--- config.mk ---
export PLATFORM = sky130hd
export DESIGN_NAME = mem_stage_ctrl_flat
export DESIGN_NICKNAME = d
export VERILOG_FILES = /design/src/rtl/mem_stage_ctrl_if.sv /design/src/rtl/mem_stage_ctrl.sv /design/src/flat_wrapper.sv
export SDC_FILE = /design/constraint.sdc
export NUM_CORES = 1
export LEC_CHECK = 0
export BUFFER_PORTS_ARGS = -buffer_cell sky130_fd_sc_hd__buf_2
export CAP_MARGIN = 10
export CORE_ASPECT_RATIO = 1.2
export CORE_MARGIN = 8
export CORE_UTILIZATION = 44
export CTS_CLUSTER_DIAMETER = 80
export DETAILED_ROUTE_END_ITERATION = 6
export PLACE_DENSITY_LB_ADDON = 0.2
export SETUP_SLACK_MARGIN = 0.3
export SLEW_MARGIN = 20
export SYNTH_ARGS = -nofsm -noshare
export SYNTH_HDL_FRONTEND = slang
export SYNTH_SLANG_ARGS = --single-unit
--- constraint.sdc ---
create_clock -name clk -period 1.6 [get_ports clk]
set_input_delay 0.16 -clock clk [delete_from_list [all_inputs] [get_ports clk]]
set_output_delay 0.16 -clock clk [all_outputs]
set_load 0.02 [all_outputs]
--- src/rtl/mem_stage_ctrl_if.sv ---
// mem_stage_ctrl_if: request/acknowledge bus between the memory-stage controller
// and a variable-latency data memory. The controller drives the request side
// (master); the memory answers with a one-cycle dm_ack pulse carrying dm_rdata.
interface mem_stage_ctrl_if;
  logic        dm_req;
  logic        dm_we;
  logic [31:0] dm_addr;
  logic [31:0] dm_wdata;
  logic        dm_ack;
  logic [31:0] dm_rdata;

  modport master (
    output dm_req, dm_we, dm_addr, dm_wdata,
    input  dm_ack, dm_rdata
  );

  modport slave (
    input  dm_req, dm_we, dm_addr, dm_wdata,
    output dm_ack, dm_rdata
  );
endinterface

--- src/rtl/mem_stage_ctrl.sv ---
// mem_stage_ctrl: memory-stage controller and MEM/WB pipeline register.
// Consumes the EX/MEM register, runs one req/ack access per load/store against
// the data memory, stalls the front of the pipeline while the access is open and
// writes the result into MEM/WB. A stall cycle always loads a bubble into MEM/WB,
// so each instruction reaches write-back exactly once.
// TIMEOUT counts ACCESS cycles without dm_ack before the access is abandoned
// (0 disables the abort); the wait counter is 8 bits, so TIMEOUT must be <= 255.
// Optional build macro ALIGN_CHECK_EN: when defined, a load/store whose address
// has bits [1:0] != 0 is dropped in IDLE (no request, no stall, misalign pulse,
// write-back suppressed). When undefined, misalign is tied low and the address
// is passed to the memory unchecked.
module mem_stage_ctrl #(
  parameter int TIMEOUT = 64
) (
  input  logic             clk,
  input  logic             reset,
  input  logic [31:0]      ALUresultMEM,
  input  logic [31:0]      dmemdata,
  input  logic [4:0]       writeregMEM,
  input  logic             MemReadMEM,
  input  logic             MemWriteMEM,
  input  logic             MemtoRegMEM,
  input  logic             RegWriteMEM,
  mem_stage_ctrl_if.master dmem,
  output logic             mem_stall,
  output logic [31:0]      memdataWB,
  output logic [31:0]      ALUresultWB,
  output logic [4:0]       writeregWB,
  output logic             MemtoRegWB,
  output logic             RegWriteWB,
  output logic             bus_err,
  output logic             misalign
);

  typedef enum logic [1:0] {
    IDLE   = 2'd0,
    ACCESS = 2'd1,
    DONE   = 2'd2
  } state_t;

  localparam logic       TIMEOUT_EN  = (TIMEOUT != 0);
  localparam logic [8:0] TIMEOUT_VAL = 9'(TIMEOUT);

  state_t      state_r;
  logic [7:0]  wait_cnt_r;
  logic        squash_r;
  logic [31:0] rdata_r;
  logic [31:0] alu_hold_r;
  logic [4:0]  wreg_hold_r;
  logic        m2r_hold_r;
  logic        rw_hold_r;
  logic        dm_req_r;
  logic        dm_we_r;
  logic [31:0] dm_addr_r;
  logic [31:0] dm_wdata_r;

  logic        access_s;
  logic        misalign_s;
  logic        start_s;
  logic        timeout_s;

  assign dmem.dm_req   = dm_req_r;
  assign dmem.dm_we    = dm_we_r;
  assign dmem.dm_addr  = dm_addr_r;
  assign dmem.dm_wdata = dm_wdata_r;

  // Decode the EX/MEM instruction: does it need an access, is it misaligned, has the wait expired.
  always_comb begin
    access_s = MemReadMEM | MemWriteMEM;
`ifdef ALIGN_CHECK_EN
    misalign_s = (state_r == IDLE) && access_s && (ALUresultMEM[1:0] != 2'b00);
`else
    misalign_s = 1'b0;
`endif
    start_s   = (state_r == IDLE) && access_s && !misalign_s;
    timeout_s = TIMEOUT_EN && (({1'b0, wait_cnt_r} + 9'd1) == TIMEOUT_VAL);
  end

  // Stall the front end while a new access is being launched or one is outstanding.
  always_comb begin
    mem_stall = 1'b0;
    misalign  = 1'b0;
    if (reset) begin
      mem_stall = 1'b0;
      misalign  = 1'b0;
    end else begin
      mem_stall = start_s || (state_r == ACCESS);
      misalign  = misalign_s;
    end
  end

  // Access FSM, memory request registers and MEM/WB register.
  always_ff @(posedge clk) begin
    if (reset) begin
      state_r     <= IDLE;
      wait_cnt_r  <= 8'd0;
      squash_r    <= 1'b0;
      rdata_r     <= 32'd0;
      alu_hold_r  <= 32'd0;
      wreg_hold_r <= 5'd0;
      m2r_hold_r  <= 1'b0;
      rw_hold_r   <= 1'b0;
      dm_req_r    <= 1'b0;
      dm_we_r     <= 1'b0;
      dm_addr_r   <= 32'd0;
      dm_wdata_r  <= 32'd0;
      bus_err     <= 1'b0;
      memdataWB   <= 32'd0;
      ALUresultWB <= 32'd0;
      writeregWB  <= 5'd0;
      MemtoRegWB  <= 1'b0;
      RegWriteWB  <= 1'b0;
    end else begin
      // A bubble unless the state below hands an instruction to write-back.
      memdataWB   <= 32'd0;
      ALUresultWB <= 32'd0;
      writeregWB  <= 5'd0;
      MemtoRegWB  <= 1'b0;
      RegWriteWB  <= 1'b0;
      case (state_r)
        IDLE: begin
          if (start_s) begin
            // A store wins over a simultaneous load request.
            dm_req_r    <= 1'b1;
            dm_we_r     <= MemWriteMEM;
            dm_addr_r   <= ALUresultMEM;
            dm_wdata_r  <= dmemdata;
            wait_cnt_r  <= 8'd0;
            squash_r    <= 1'b0;
            alu_hold_r  <= ALUresultMEM;
            wreg_hold_r <= writeregMEM;
            m2r_hold_r  <= MemtoRegMEM;
            rw_hold_r   <= RegWriteMEM;
            state_r     <= ACCESS;
          end else begin
            ALUresultWB <= ALUresultMEM;
            writeregWB  <= writeregMEM;
            MemtoRegWB  <= MemtoRegMEM;
            RegWriteWB  <= RegWriteMEM & ~misalign_s;
          end
        end
        ACCESS: begin
          wait_cnt_r <= wait_cnt_r + 8'd1;
          if (dmem.dm_ack) begin
            rdata_r  <= dm_we_r ? 32'd0 : dmem.dm_rdata;
            dm_req_r <= 1'b0;
            state_r  <= DONE;
          end else if (timeout_s) begin
            rdata_r  <= 32'd0;
            dm_req_r <= 1'b0;
            bus_err  <= 1'b1;
            squash_r <= 1'b1;
            state_r  <= DONE;
          end else begin
            state_r <= ACCESS;
          end
        end
        DONE: begin
          // EX/MEM advances on this edge, so the finished instruction cannot restart.
          memdataWB   <= squash_r ? 32'd0 : rdata_r;
          ALUresultWB <= alu_hold_r;
          writeregWB  <= wreg_hold_r;
          MemtoRegWB  <= m2r_hold_r;
          RegWriteWB  <= rw_hold_r & ~squash_r;
          state_r     <= IDLE;
        end
        default: begin
          dm_req_r <= 1'b0;
          state_r  <= IDLE;
        end
      endcase
    end
  end

endmodule

--- src/flat_wrapper.sv ---
// flat-port wrapper written by rule: the top's interface ports become plain ports
module mem_stage_ctrl_flat 
#(
  parameter int TIMEOUT = 64
)
  (clk, reset, ALUresultMEM, dmemdata, writeregMEM, MemReadMEM, MemWriteMEM, MemtoRegMEM, RegWriteMEM, mem_stall, memdataWB, ALUresultWB, writeregWB, MemtoRegWB, RegWriteWB, bus_err, misalign, dmem_dm_req, dmem_dm_we, dmem_dm_addr, dmem_dm_wdata, dmem_dm_ack, dmem_dm_rdata);
  mem_stage_ctrl_if dmem_i ();
  input  logic clk;
  input  logic reset;
  input  logic [31:0] ALUresultMEM;
  input  logic [31:0] dmemdata;
  input  logic [4:0] writeregMEM;
  input  logic MemReadMEM;
  input  logic MemWriteMEM;
  input  logic MemtoRegMEM;
  input  logic RegWriteMEM;
  output logic mem_stall;
  output logic [31:0] memdataWB;
  output logic [31:0] ALUresultWB;
  output logic [4:0] writeregWB;
  output logic MemtoRegWB;
  output logic RegWriteWB;
  output logic bus_err;
  output logic misalign;
  output wire logic [$bits(dmem_i.dm_req)-1:0] dmem_dm_req;
  output wire logic [$bits(dmem_i.dm_we)-1:0] dmem_dm_we;
  output wire logic [$bits(dmem_i.dm_addr)-1:0] dmem_dm_addr;
  output wire logic [$bits(dmem_i.dm_wdata)-1:0] dmem_dm_wdata;
  input wire logic [$bits(dmem_i.dm_ack)-1:0] dmem_dm_ack;
  input wire logic [$bits(dmem_i.dm_rdata)-1:0] dmem_dm_rdata;
  assign dmem_dm_req = dmem_i.dm_req;
  assign dmem_dm_we = dmem_i.dm_we;
  assign dmem_dm_addr = dmem_i.dm_addr;
  assign dmem_dm_wdata = dmem_i.dm_wdata;
  assign dmem_i.dm_ack = dmem_dm_ack;
  assign dmem_i.dm_rdata = dmem_dm_rdata;
  mem_stage_ctrl #(.TIMEOUT(TIMEOUT)) u_core (.clk(clk), .reset(reset), .ALUresultMEM(ALUresultMEM), .dmemdata(dmemdata), .writeregMEM(writeregMEM), .MemReadMEM(MemReadMEM), .MemWriteMEM(MemWriteMEM), .MemtoRegMEM(MemtoRegMEM), .RegWriteMEM(RegWriteMEM), .dmem(dmem_i), .mem_stall(mem_stall), .memdataWB(memdataWB), .ALUresultWB(ALUresultWB), .writeregWB(writeregWB), .MemtoRegWB(MemtoRegWB), .RegWriteWB(RegWriteWB), .bus_err(bus_err), .misalign(misalign));
endmodule
# Word-level counts from Yosys, hierarchy flattened
# Cells that the tools add are included.
dict set report classes {
  n_addsub 2
  n_mul 0
  div 0
  order_cmp 0
  eq_ne 7
  n_shift 0
  mux 26
  bitwise 5
  n_reduce_logical 12
}
# op count
set ops {}
lappend ops {{$mux W32} 4}
lappend ops {{$pmux W32 S2} 1}
lappend ops {{$pmux W8 S2} 1}
lappend ops {{$pmux W5 S2} 1}
lappend ops {{$add A8 B1 Y9 const B} 1}
lappend ops {{$eq A9 B7 Y1 const B} 1}
lappend ops {{$mux W1} 9}
lappend ops {{$add A8 B1 Y8 const B} 1}
lappend ops {{$mux W8} 1}
lappend ops {{$mux W2} 3}
lappend ops {{$pmux W1 S2} 3}
lappend ops {{$reduce_and A2 Y1} 3}
lappend ops {{$reduce_and A3 Y1} 2}
lappend ops {{$mux W5} 1}
lappend ops {{$ne A2 B1 Y1 const B} 2}
lappend ops {{$pmux W2 S2} 1}
lappend ops {{$reduce_and A4 Y1} 1}
lappend ops {{$reduce_bool A2 Y1} 2}
lappend ops {{$ne A3 B2 Y1 const B} 1}
lappend ops {{$not A1 Y1} 3}
lappend ops {{$pmux W1 S3} 1}
lappend ops {{$reduce_or A3 Y1} 1}
lappend ops {{$eq A2 B1 Y1 const B} 1}
lappend ops {{$eq A2 B2 Y1 const B} 1}
lappend ops {{other kinds (6)} 6}
dict set report word_totals {
  regBits 188
  latch_bits 0
  ramBits 0
  rom_bits 0
  in_bits 108
  out_inout_bits 140
  memories 0
}

# Longest topological paths before layout
# Gate-level depths: netlist of the first run.
dict set report depth {
  word_depth 5
  mapped_depth 8
}

# Worst setup path after synthesis of the first run
# No wires, ideal clock.
dict set report synth_path {
  path_kind {register to register}
  from {register u_core.wait_cnt_r[0]}
  to {register u_core.rdata_r[2]}
  setup_ns 0.132
  t_arrival_ns 1.684
  path_slack_ns -0.216
  path_stages_with_launch 9
  path_buffers 1
  cell_sequence {dfxtp_1 ha_1 nand3_1 nor2_1 xor2_1 a41oi_2 buf_2 o21ai_0 a21oi_1}
}
dict set report synth_via {
  elab_chain_len 4
}
# item line
set synth_rtl {}
lappend synth_rtl {{from (decl)} mem_stage_ctrl.sv:45} ;# logic [7:0] wait_cnt_r;
lappend synth_rtl {{from (signal assigned)} mem_stage_ctrl.sv:143} ;# wait_cnt_r <= wait_cnt_r + 8'd1;
lappend synth_rtl {{$add A8 B1 Y9} mem_stage_ctrl.sv:76} ;# timeout_s = TIMEOUT_EN && (({1'b0, wait_cnt_r} + 9'd1) == TIMEOUT_VAL);
lappend synth_rtl {{$eq A9 B7 Y1} mem_stage_ctrl.sv:76}
lappend synth_rtl {{$reduce_bool A2 Y1 (no line)} n/a}
lappend synth_rtl {{$reduce_and A2 Y1 (no line)} n/a}
lappend synth_rtl {{to (signal assigned)} mem_stage_ctrl.sv:145} ;# rdata_r <= dm_we_r ? 32'd0 : dmem.dm_rdata;
lappend synth_rtl {{to (decl)} mem_stage_ctrl.sv:47} ;# logic [31:0] rdata_r;
# Every way passes these cells.
# A chain may end at the register's enable or synchronous reset.

# Worst setup path after layout of the first run
dict set report layout_path {
  from {register u_core.wait_cnt_r[1]}
  to {register u_core.rdata_r[4]}
}
# The elaborated chain is that of the path after synthesis.

==> results of run 1 <==
-- logic make-up after synthesis --
logic type                 synth area share
and+or+nand+nor                       0.199
other                              0.000584
DFF                                   0.586
AOI/OAI and AO/OA                     0.173
xor gates and xnor gates            0.00409
adders and majority gates           0.00195
buffers and inverters                0.0356
-- how the worst min path moves through the flow --
| stage | from | slack, ps | cells past startpoint | to |
|---|---|---|---|---|
| finish | dmem_dm_rdata[15] | 30 | 3 | u_core.rdata_r[15]$_SDFFE_PP0P_ |
| global route | dmem_dm_rdata[15] | 10 | 3 | u_core.rdata_r[15]$_SDFFE_PP0P_ |
| CTS | dmem_dm_rdata[15] | 7 | 3 | u_core.rdata_r[15]$_SDFFE_PP0P_ |
| detailed placement | dmemdata[1] | 400 | 3 | u_core.dmem.dm_wdata[1]$_SDFFE_PP0P_ |
| global placement | dmemdata[29] | 400 | 3 | u_core.dmem.dm_wdata[29]$_SDFFE_PP0P_ |
| floorplan | MemtoRegMEM | 300 | 2 | u_core.m2r_hold_r$_SDFFE_PP0P_ |
-- placed cells by master, fill, tap and decap left out, drive strengths merged, types with 2 or more instances in the layout --
cell type	Yosys	routed
buf	9	356
dfxtp	188	188
nand2	182	182
a21oi	112	112
dlygate4sd3	0	102
nor2	59	59
a22oi	39	39
o21ai	34	35
and2	32	32
clkbuf	48	24
nand3	5	5
nor3	4	4
clkinv	0	4
nor4	4	4
inv	0	4
nor2b	2	2
nor3b	2	2
xnor2	2	2
a21o	2	2
nand3b	2	2
bufinv	0	2
clkinvlp	0	2
nand4	2	2
a31oi	2	2
-- tightest hold or removal path, delay by kind of cell --
kind | cells | cell delay [ps]
AND/OR/NAND/NOR | 1 | 90
buffers and inverters | 1 | 90
AO/OA/AOI/OAI | 1 | 70
-- cell type report --
type / instances / area share
Sequential cell: 188 / 0.299
Clock buffer: 20 / 0.0369
Multi-Input combinational cell: 498 / 0.300
Timing Repair Buffer: 462 / 0.336
Tap cell: 175 / 0.0173
Clock inverter: 12 / 0.0106
-- what timing repair did --
| item | CTS | global route |
|---|---|---|
| setup buffers | 41 | 10 |
| pin swaps | 96 | 80 |
| cloned | 28 | 3 |
| endpoints found under the setup margin | 177 | 185 |
| gates resized for setup | 222 | 177 |
| hold endpoints to repair | 132 | 0 |
| hold buffers | 102 | 0 |
-- stage by stage --
step | hold WS (ps) | cells | instance area [um2]
floorplan | 296 | 742 | 6540
global placement | 400 | 1139 | 8140
detailed placement | 405 | 1139 | 8140
CTS | 7.16 | 1342 | 11700
global route | 11.7 | 1355 | 12600
finish | 30.4 | 1355 | 12600
-- power breakdown --
| part | total, W | switching, W | internal, W |
|---|---|---|---|
| logic | 0.00338 | 0.00179 | 0.00159 |
| clock network | 0.00438 | 0.00194 | 0.00245 |
| registers | 0.00513 | 0.000198 | 0.00493 |
-- sequential cells by signal, indices dropped and copies added, names as in the netlist, 2 cells and up --
signal / cells
u_core.memdataWB: 32
u_core.wait_cnt_r: 8
u_core.ALUresultWB: 32
u_core.wreg_hold_r: 5
u_core.rdata_r: 32
u_core.dmem.dm_wdata: 32
u_core.state_r: 2
u_core.writeregWB: 5
u_core.dmem.dm_addr: 32
-- metal layers --
metal / up-vias / part of all wire / global-route usage
li1: 3341 / - / -
met1: 3691 / 0.35 / 0.297
met2: 430 / 0.53 / 0.503
met3: 127 / 0.076 / 0.0831
met4: 0 / 0.049 / 0.151
met5: - / 0 / 0
==> summary.txt, run 1 <==
Synth
  • Synth Instances: ~740
  • Top FF cell, synth: dfxtp_1
  • Average size of a mapped cell: 8.66 um2
  • Synth Warn #: 0
  • Synth async-reset ratio: 0
  • Dominant cell type by area after synthesis: dfxtp_1
  • Most frequent cell after synthesis: dfxtp_1
  • Sequential area share after synthesis: 0.586
  • Synth top cells by count: 188 x dfxtp_1, 182 x nand2_1, 112 x a21oi_1
  • Synth Cell Area: 0.00642 mm2
  • Synth unique cells: 40
  • Area share of the largest cell type after synthesis: 0.586
  • Net Count, Synth: between 800 and 900
  • Post-synth EDFFs: 0
  • Register bit total from synthesis: about 190
  • Area contributors post-synth: dfxtp_1 59%, nand2_1 11%, a21oi_1 8.7%

Critical path
  • Cell Chain, Critical Path: ha_4 -> nand3_4 -> nor2_4 -> xor2_2 -> a41oi_2 -> buf_4 -> clkbuf_16 -> o21ai_2 -> a21oi_1
  • Reg-to-reg setup timing slack: -180 ps
  • WS Path Type: reg2reg
  • R2r startpoint: u_core.wait_cnt_r[1]$_SDFFE_PP0P_
  • Setup crit start: u_core.wait_cnt_r[1]$_SDFFE_PP0P_
  • Slowest-stage cell, CP: dfxtp_4
  • Largest delay share family, worst path: compound AO/OA/AOI/OAI gates
  • Worst setup EP type: register
  • Required time of the critical path: 1910 ps
  • Worst r2r path cells: 9
  • Worst setup SP type: register
  • Worst setup path end: u_core.rdata_r[4]$_SDFFE_PP0P_
  • Crit path buf inv count: 2
  • WP depth: 9
  • Worst R2R End: u_core.rdata_r[4]$_SDFFE_PP0P_
  • Arr. time, crit path: 2090 ps
  • Max Fanout on Critical Path: 8
  • Critical path's largest stage delay: 380 ps

Timing
  • Final setup margin: -183 ps
  • Relative slew slack: 0.622
  • Slew of the pin with the lowest slew margin: around 570 ps
  • Clock Skews: 13.4 ps
  • F_max: 561 MHz
  • Final period demand of the worst path: 1780 ps
  • RSZ-0062 raised after global routing: true
  • Setup Viol. Count Final: 73
  • Setup tns final: -6270 ps
  • Period utilization: 1.11
  • Max-slew violations: 0
  • Final Hold Fails: 0

Drt
  • First-pass detailed-route iteration total: 5
  • Antenna viol nets, final: 0
  • Drt drc: 0
  • WL/cell: 23.0 um
  • DR iter-0 viols: about 500
  • Via density: 5.60
  • Drt total wl: 31100 um
  • Total number of vias: ~7600

Power
  • PnR Total Power: 0.0129 W
  • Pleak: 5.49 nW
  • PD cells: ~1000 mW/mm2
  • Max VDD drop: 1.08 mV

Global routing
  • GRT Util Overall: 0.283
  • Gr ovfl total: 0
  • First-pass GRT wire length: 41600 um
  • Vias in the first global route: about 7600
  • Antenna violations before repair: 0
  • Largest net degree at the start of global routing: 84

CTS
  • Sink Count: 188
  • CTS Buf Count: 17
  • CTS max path bufs: 2
  • Root buf cell: clkbuf_16
  • Max H-tree Level: 4
  • Worst-path clk slew: 70 ps
  • Clock insertion delay at the later pin of the skew report: 430 ps
  • CTS tree: built

Floorplan
  • I/O pin cnt: 248
  • Core area: 0.0144 mm2
  • Starting Density: 0.448
  • Die height: 148 um
  • Die W: 126 um
  • Die area: 0.0187 mm2
  • Site Rows: 48

Worst hold path
  • Tightest Hold Check Type: in2reg

Final layout
  • Final Util: 0.881
  • Area of the multi-input gates: 0.00380 mm2
  • Fraction of layout cells with a size suffix above 1: 0.564
  • Post-layout net count: between 1000 and 1500
  • N_diodes: 0
  • Storage element area: between 0.003 and 0.004 mm2
  • Filler cells: 619
  • Synthesis-to-layout area growth: 96.9%

Placement
  • Gp weighted congestion: approximately 0.81
  • Dpl hpwl: between 10000 and 15000 um
  • Setup WS pre-CTS: -136 ps
  • Count of port buffers added during placement: between 200 and 250

Outcome
  • Status: complete, but fails checks
  • Failing checks: negative setup slack

Run
  • Max cap viols: 0
Note: power is estimated with default switching activity, not from simulation.
==> inputs of run 2 (changes only) <==
--- a/config.mk
+++ b/config.mk
@@ -9,7 +9,7 @@
 export CAP_MARGIN = 10
 export CORE_ASPECT_RATIO = 1.2
 export CORE_MARGIN = 8
-export CORE_UTILIZATION = 44
+export CORE_UTILIZATION = 48
 export CTS_CLUSTER_DIAMETER = 80
 export DETAILED_ROUTE_END_ITERATION = 6
 export PLACE_DENSITY_LB_ADDON = 0.2
==> constraint.sdc (replaced) <==
create_clock -name clk -period 1.9 [get_ports clk]
set_input_delay 0.19 -clock clk [delete_from_list [all_inputs] [get_ports clk]]
set_output_delay 0.19 -clock clk [all_outputs]
set_load 0.02 [all_outputs]
==> summary.txt, run 2 (synthesized netlist as in run 1, its figures left out) <==
Drt
  • Antenna viol nets, final: 0 (unchanged)
  • Drt total wl: 20300 um (was 31100 um)
  • Highest metal layer with signal wires: met5 (was met4)
  • Total number of vias: 6296 (was 7589)
  • Met3 wire length: 1860 um (was 2360 um)
  • WL/cell: 16.7 um (was 23.0 um)
  • Drt drc: 0 (unchanged)
  • Via density: 5.20 (was 5.60)
  • Met2 wire length: 10300 um (was 16400 um)
  • DR iter-0 viols: 490 (was 498)
  • Wire length on met1: 7630 um (was 10800 um)
  • First-pass detailed-route iteration total: 5 (unchanged)

Floorplan
  • I/O pin cnt: 248 (unchanged)
  • Die height: 143 um (was 148 um)
  • Die W: 122 um (was 126 um)
  • Die area: 0.0174 mm2 (was 0.0187 mm2)
  • Core area: 0.0131 mm2 (was 0.0144 mm2)
  • Site Rows: 46 (was 48)
  • Starting Density: 0.490 (was 0.448)

Final layout
  • N_diodes: 0 (unchanged)
  • Final Util: 0.719 (was 0.881)
  • Commonest non-fill, non-tap cells in the layout: 244 x buf_2, 182 x nand2_1, 179 x dfxtp_1, 101 x a21oi_1, 54 x nor2_1 (was 244 x buf_2, 180 x dfxtp_1, 107 x nand2_1, 102 x dlygate4sd3_1, 70 x a21oi_2)
  • Commonest non-fill, non-tap cell in the layout: buf_2 (unchanged)
  • Synthesis-to-layout area growth: 46.9% (was 96.9%)
  • Fraction of layout cells with a size suffix above 1: 0.371 (was 0.564)
  • Post-layout net count: 1140 (was 1276)

Power
  • Combinational share of power: 0.165 (was 0.262)
  • Internal Pwr Total: 0.00657 W (was 0.00897 W)
  • Switching share of power: 0.280 (was 0.304)
  • Max VDD drop: 0.742 mV (was 1.08 mV)
  • Pleak: 4.19 nW (was 5.49 nW)
  • PnR Total Power: 0.00913 W (was 0.0129 W)
  • Clock share of power: 0.367 (was 0.340)
  • Net switching power figure: 0.00255 W (was 0.00392 W)
  • PD cells: 967 mW/mm2 (was 1020 mW/mm2)
  • Power share of the sequential group: 0.468 (was 0.398)

Placement
  • Count of port buffers added during placement: 246 (unchanged)
  • Dpl hpwl: 12400 um (was 12900 um)
  • Gp weighted congestion: 0.802 (was 0.814)

Timing
  • Final Hold Fails: 0 (unchanged)
  • Setup tns final: 0 ps (was -6270 ps)
  • RSZ-0062 raised after global routing: true (unchanged)
  • Final period demand of the worst path: 1800 ps (was 1780 ps)
  • Max-slew violations: 0 (unchanged)
  • Setup Viol. Count Final: 0 (was 73)
  • F_max: 555 MHz (was 561 MHz)
  • Period utilization: 0.948 (was 1.11)
  • Clock Skews: 9.95 ps (was 13.4 ps)

CTS
  • Max H-tree Level: 4 (unchanged)
  • Worst-path clk slew: 70 ps (about the same)
  • Clock insertion delay at the later pin of the skew report: 420 ps (was 430 ps)
  • CTS max path bufs: 2 (unchanged)
  • Sink Count: 188 (unchanged)
  • CTS Buf Count: 17 (unchanged)
  • Root buf cell: clkbuf_16 (unchanged)
  • CTS tree: built (unchanged)

Global routing
  • GRT Util Overall: 0.225 (was 0.283)
  • Largest net degree at the start of global routing: 73 (was 84)
  • Vias in the first global route: 6154 (was 7571)
  • Gr ovfl total: 0 (unchanged)
  • First-pass GRT wire length: 31200 um (was 41600 um)
  • Antenna violations before repair: 2 (was 0)

Worst hold path
  • Tightest Hold Check Type: in2reg (unchanged)

Critical path
  • Required time of the critical path: 2180 ps (was 1910 ps)
  • Worst setup SP type: register (unchanged)
  • Max Fanout on Critical Path: 5 (was 8)
  • WS Path Type: reg2reg (unchanged)
  • Worst setup EP type: register (unchanged)
  • Arr. time, crit path: 2090 ps (about the same)

Run
  • Max cap viols: 0 (unchanged)

Outcome
  • Status: complete, no violations (was complete, but fails checks)
-- run 2: critical path, stage by stage (launching register included) --
cell and delay [ps]:
dfxtp_4 380, ha_4 160, nand3_4 70, nor2_4 110
xor2_2 220, a41oi_4 200, buf_6 180, buf_12 140
o21ai_2 150, a21oi_2 80
-- run 2: metal layers --
metal  global-route usage  vias up
met5                    0        -
met4               0.0800        4
met3               0.0925       38
met2                0.385      241
met1                0.244     2956
li1                     -     3057
-- run 2: final cells by class --
type | instances | area [um2]
multi-input cells | 497 | 2740
fillers | 1015 | 3690
repair buffers | 327 | 2140
well taps | 168 | 210
clock inverters | 13 | 118
flip-flops and latches | 188 | 3790
clock buffers | 18 | 439
-- run 2: power groups by stage --
stage / registers [W] / clock network, W / logic (W)
6_report: 0.00427 / 0.00335 / 0.00150
4_1_cts: 0.00427 / 0.00342 / 0.00144
3_3_place_gp: 0.00435 / 0 / 0.00130
5_1_grt: 0.00430 / 0.00360 / 0.00162
3_5_place_dp: 0.00436 / 0 / 0.00130
2_1_floorplan: 0.00454 / 0 / 0.000578
-- run 2: path summary, 6_finish.rpt --
kind | start | endpoint | slack [ps] | cells after the start
hold / removal | dmemdata[13] | u_core.dmem.dm_wdata[13]$_SDFFE_PP0P_ | 10 | 3
setup / recovery | u_core.wait_cnt_r[0]$_SDFFE_PP0P_ | u_core.rdata_r[6]$_SDFFE_PP0P_ | 100 | 9
hold reg to reg | u_core.dmem.dm_wdata[26]$_SDFFE_PP0P_ | u_core.dmem.dm_wdata[26]$_SDFFE_PP0P_ | 450 | 2
setup reg to reg | u_core.wait_cnt_r[0]$_SDFFE_PP0P_ | u_core.rdata_r[6]$_SDFFE_PP0P_ | 100 | 9
-- run 2: stage by stage --
stage	worst slack (ps)	area (um2)	std cells	hold slack [ps]
floorplan	226	6470	742	326
detailed placement	94.0	7940	1119	435
global route	44.7	9440	1211	0.549
global placement	176	7940	1119	430
CTS	133	9200	1204	0.623
finish	99.0	9440	1211	14.7
-- run 2: repair_timing --
action,CTS,global route
endpoints found under the hold margin,40,1
buffers inserted,10,6
pin swaps,13,27
resized for setup,39,45
setup endpoints to repair,39,40
gates cloned,4,0
hold buffers,40,1
==> inputs of run 3 (changes only) <==
--- a/config.mk
+++ b/config.mk
@@ -7,9 +7,11 @@
 export LEC_CHECK = 0
 export BUFFER_PORTS_ARGS = -buffer_cell sky130_fd_sc_hd__buf_2
 export CAP_MARGIN = 10
+export CELL_PAD_IN_SITES_DETAIL_PLACEMENT = 0
+export CELL_PAD_IN_SITES_GLOBAL_PLACEMENT = 1
 export CORE_ASPECT_RATIO = 1.2
 export CORE_MARGIN = 8
-export CORE_UTILIZATION = 48
+export CORE_UTILIZATION = 35
 export CTS_CLUSTER_DIAMETER = 80
 export DETAILED_ROUTE_END_ITERATION = 6
 export PLACE_DENSITY_LB_ADDON = 0.2
==> summary.txt, run 3 (synthesized netlist as in run 1, its figures left out) <==
Outcome
  • Status: complete, no violations (unchanged)

Critical path
  • Arr. time, crit path: 2080 ps (was 2090 ps)
  • Required time of the critical path: 2180 ps (about the same)
  • Max Fanout on Critical Path: 8 (was 5)
  • Worst r2r path cells: 9 (unchanged)
  • Worst setup SP type: register (unchanged)
  • Worst setup EP type: register (unchanged)
  • WS Path Type: reg2reg (unchanged)

Timing
  • Setup Viol. Count Final: 0 (unchanged)
  • Slew of the pin with the lowest slew margin: ~560 ps
  • Clock Skews: 8.29 ps (was 9.95 ps)
  • Final period demand of the worst path: 1800 ps (about the same)
  • Period utilization: 0.946 (was 0.948)
  • RSZ-0062 raised after global routing: true (unchanged)
  • Max-slew violations: 0 (unchanged)
  • F_max: 557 MHz (was 555 MHz)
  • Hold slack: 14.2 ps (was 14.7 ps)
  • Relative slew slack: 0.630
  • Final Hold Fails: 0 (unchanged)
  • Setup tns final: 0 ps (unchanged)

Final layout
  • Commonest non-fill, non-tap cell in the layout: buf_2 (unchanged)
  • Filler cells: 1737 (was 1015)
  • Fraction of layout cells with a size suffix above 1: 0.352 (was 0.371)
  • Synthesis-to-layout area growth: 50.8% (was 46.9%)
  • Final Util: 0.535 (was 0.719)
  • N_diodes: 0 (unchanged)
  • Design area: 0.00968 mm2 (was 0.00944 mm2)
  • Post-layout net count: 1160 (was 1140)
  • Commonest non-fill, non-tap cells in the layout: 244 x buf_2, 182 x nand2_1, 180 x dfxtp_1, 110 x a21oi_1, 62 x dlygate4sd3_1 (was 244 x buf_2, 182 x nand2_1, 179 x dfxtp_1, 101 x a21oi_1, 54 x nor2_1)

Drt
  • Antenna viol nets, final: 0 (unchanged)
  • First-pass detailed-route iteration total: 4 (was 5)
  • Via density: 4.74 (was 5.20)
  • Drt drc: 0 (unchanged)
  • Drt total wl: 20500 um (was 20300 um)
  • WL/cell: 15.9 um (was 16.7 um)
  • DR iter-0 viols: 203 (was 490)
  • Total number of vias: 6104 (was 6296)

Floorplan
  • Die area: 0.0230 mm2 (was 0.0174 mm2)
  • Die height: 164 um (was 143 um)
  • I/O pin cnt: 248 (unchanged)
  • Die W: 140 um (was 122 um)
  • Site Rows: 54 (was 46)
  • Starting Density: 0.355 (was 0.490)
  • Core area: 0.0181 mm2 (was 0.0131 mm2)

Global routing
  • Gr ovfl total: 0 (unchanged)
  • Largest net degree at the start of global routing: 51 (was 73)
  • First-pass GRT wire length: 32200 um (was 31200 um)
  • Vias in the first global route: 6169 (was 6154)
  • GRT Util Overall: 0.174 (was 0.225)
  • Antenna violations before repair: 1 (was 2)

Worst hold path
  • Hold path cells: 3 (unchanged)
  • Tightest Hold Check Type: in2reg (unchanged)

CTS
  • Worst-path clk slew: 60 ps (was 70 ps)
  • Root buf cell: clkbuf_16 (unchanged)
  • Max H-tree Level: 4 (unchanged)
  • CTS tree: built (unchanged)
  • CTS max path bufs: 2 (unchanged)
  • CTS Buf Count: 17 (unchanged)
  • Clock insertion delay at the later pin of the skew report: 420 ps (about the same)
  • Sink Count: 188 (unchanged)

Power
  • Pleak: 4.28 nW (was 4.19 nW)
  • PD cells: 955 mW/mm2 (was 967 mW/mm2)
  • Max VDD drop: 0.512 mV (was 0.742 mV)

Placement
  • Gp weighted congestion: 0.745 (was 0.802)
  • Count of port buffers added during placement: 246 (unchanged)
  • Cell area after placement: 0.00802 mm2 (was 0.00794 mm2)
  • Dpl hpwl: 13200 um (was 12400 um)

Run
  • Max cap viols: 0 (unchanged)
-- run 3: through the flow --
step / total power (W) / instances / setup slack (ps)
after CTS: 0.00930 / 1280 / 127
final: 0.00924 / 1288 / 103
after global placement: 0.00569 / 1173 / 137
after detailed placement: 0.00569 / 1173 / 87.6
after global routing: 0.00967 / 1288 / -0.461
after floorplan: 0.00511 / 742 / 226
-- run 3: where the power goes --
group | switching [W] | leakage, nW | internal (W)
Combinational | 0.000926 | 2.47 | 0.000640
Sequential | 0.000128 | 1.54 | 0.00415
Clock | 0.00152 | 0.264 | 0.00188
Total | 0.00257 | 4.28 | 0.00667
-- run 3: path summary, 6_finish.rpt --
| path | startpoint | to | slack [ps] |
|---|---|---|---|
| worst max-delay path | u_core.wait_cnt_r[1]$_SDFFE_PP0P_ | u_core.rdata_r[5]$_SDFFE_PP0P_ | 100 |
| worst min-delay path | dmem_dm_rdata[30] | u_core.rdata_r[30]$_SDFFE_PP0P_ | 10 |
| worst max register to register | u_core.wait_cnt_r[1]$_SDFFE_PP0P_ | u_core.rdata_r[5]$_SDFFE_PP0P_ | 100 |
| worst min register to register | u_core.dmem.dm_wdata[30]$_SDFFE_PP0P_ | u_core.dmem.dm_wdata[30]$_SDFFE_PP0P_ | 450 |
-- run 3: critical path, stage by stage, from the launching register on --
cell and delay (ps):
dfxtp_4 390, ha_4 160, nand3_4 90, nor2_4 130
xor2_2 210, a41oi_4 140, buf_12 190, buf_16 150
o21ai_2 110, a21oi_1 80
-- run 3: timing repair --
action	CTS	global route
hold endpoints to repair	64	0
pin swaps	30	29
buffers inserted	9	7
setup endpoints to repair	40	40
gates resized for setup	46	20
hold buffers	62	0
cloned	4	1
-- run 3: metal layers --
| metal | global-route usage | wire length (um) |
|---|---|---|
| met5 | 0 | 13 |
| met4 | 0.0494 | 196 |
| met3 | 0.0636 | 1420 |
| met2 | 0.314 | 10400 |
| met1 | 0.190 | 8460 |
-- run 3: layout make-up --
cell class                      instances  area (um2)  share of cell area
Clock buffer                           23         468              0.0483
Clock inverter                          9        88.8             0.00917
Multi-Input combinational cell        497        2680               0.276
Sequential cell                       188        3780               0.391
Tap cell                              224         280              0.0289
Timing Repair Buffer                  347        2390               0.247
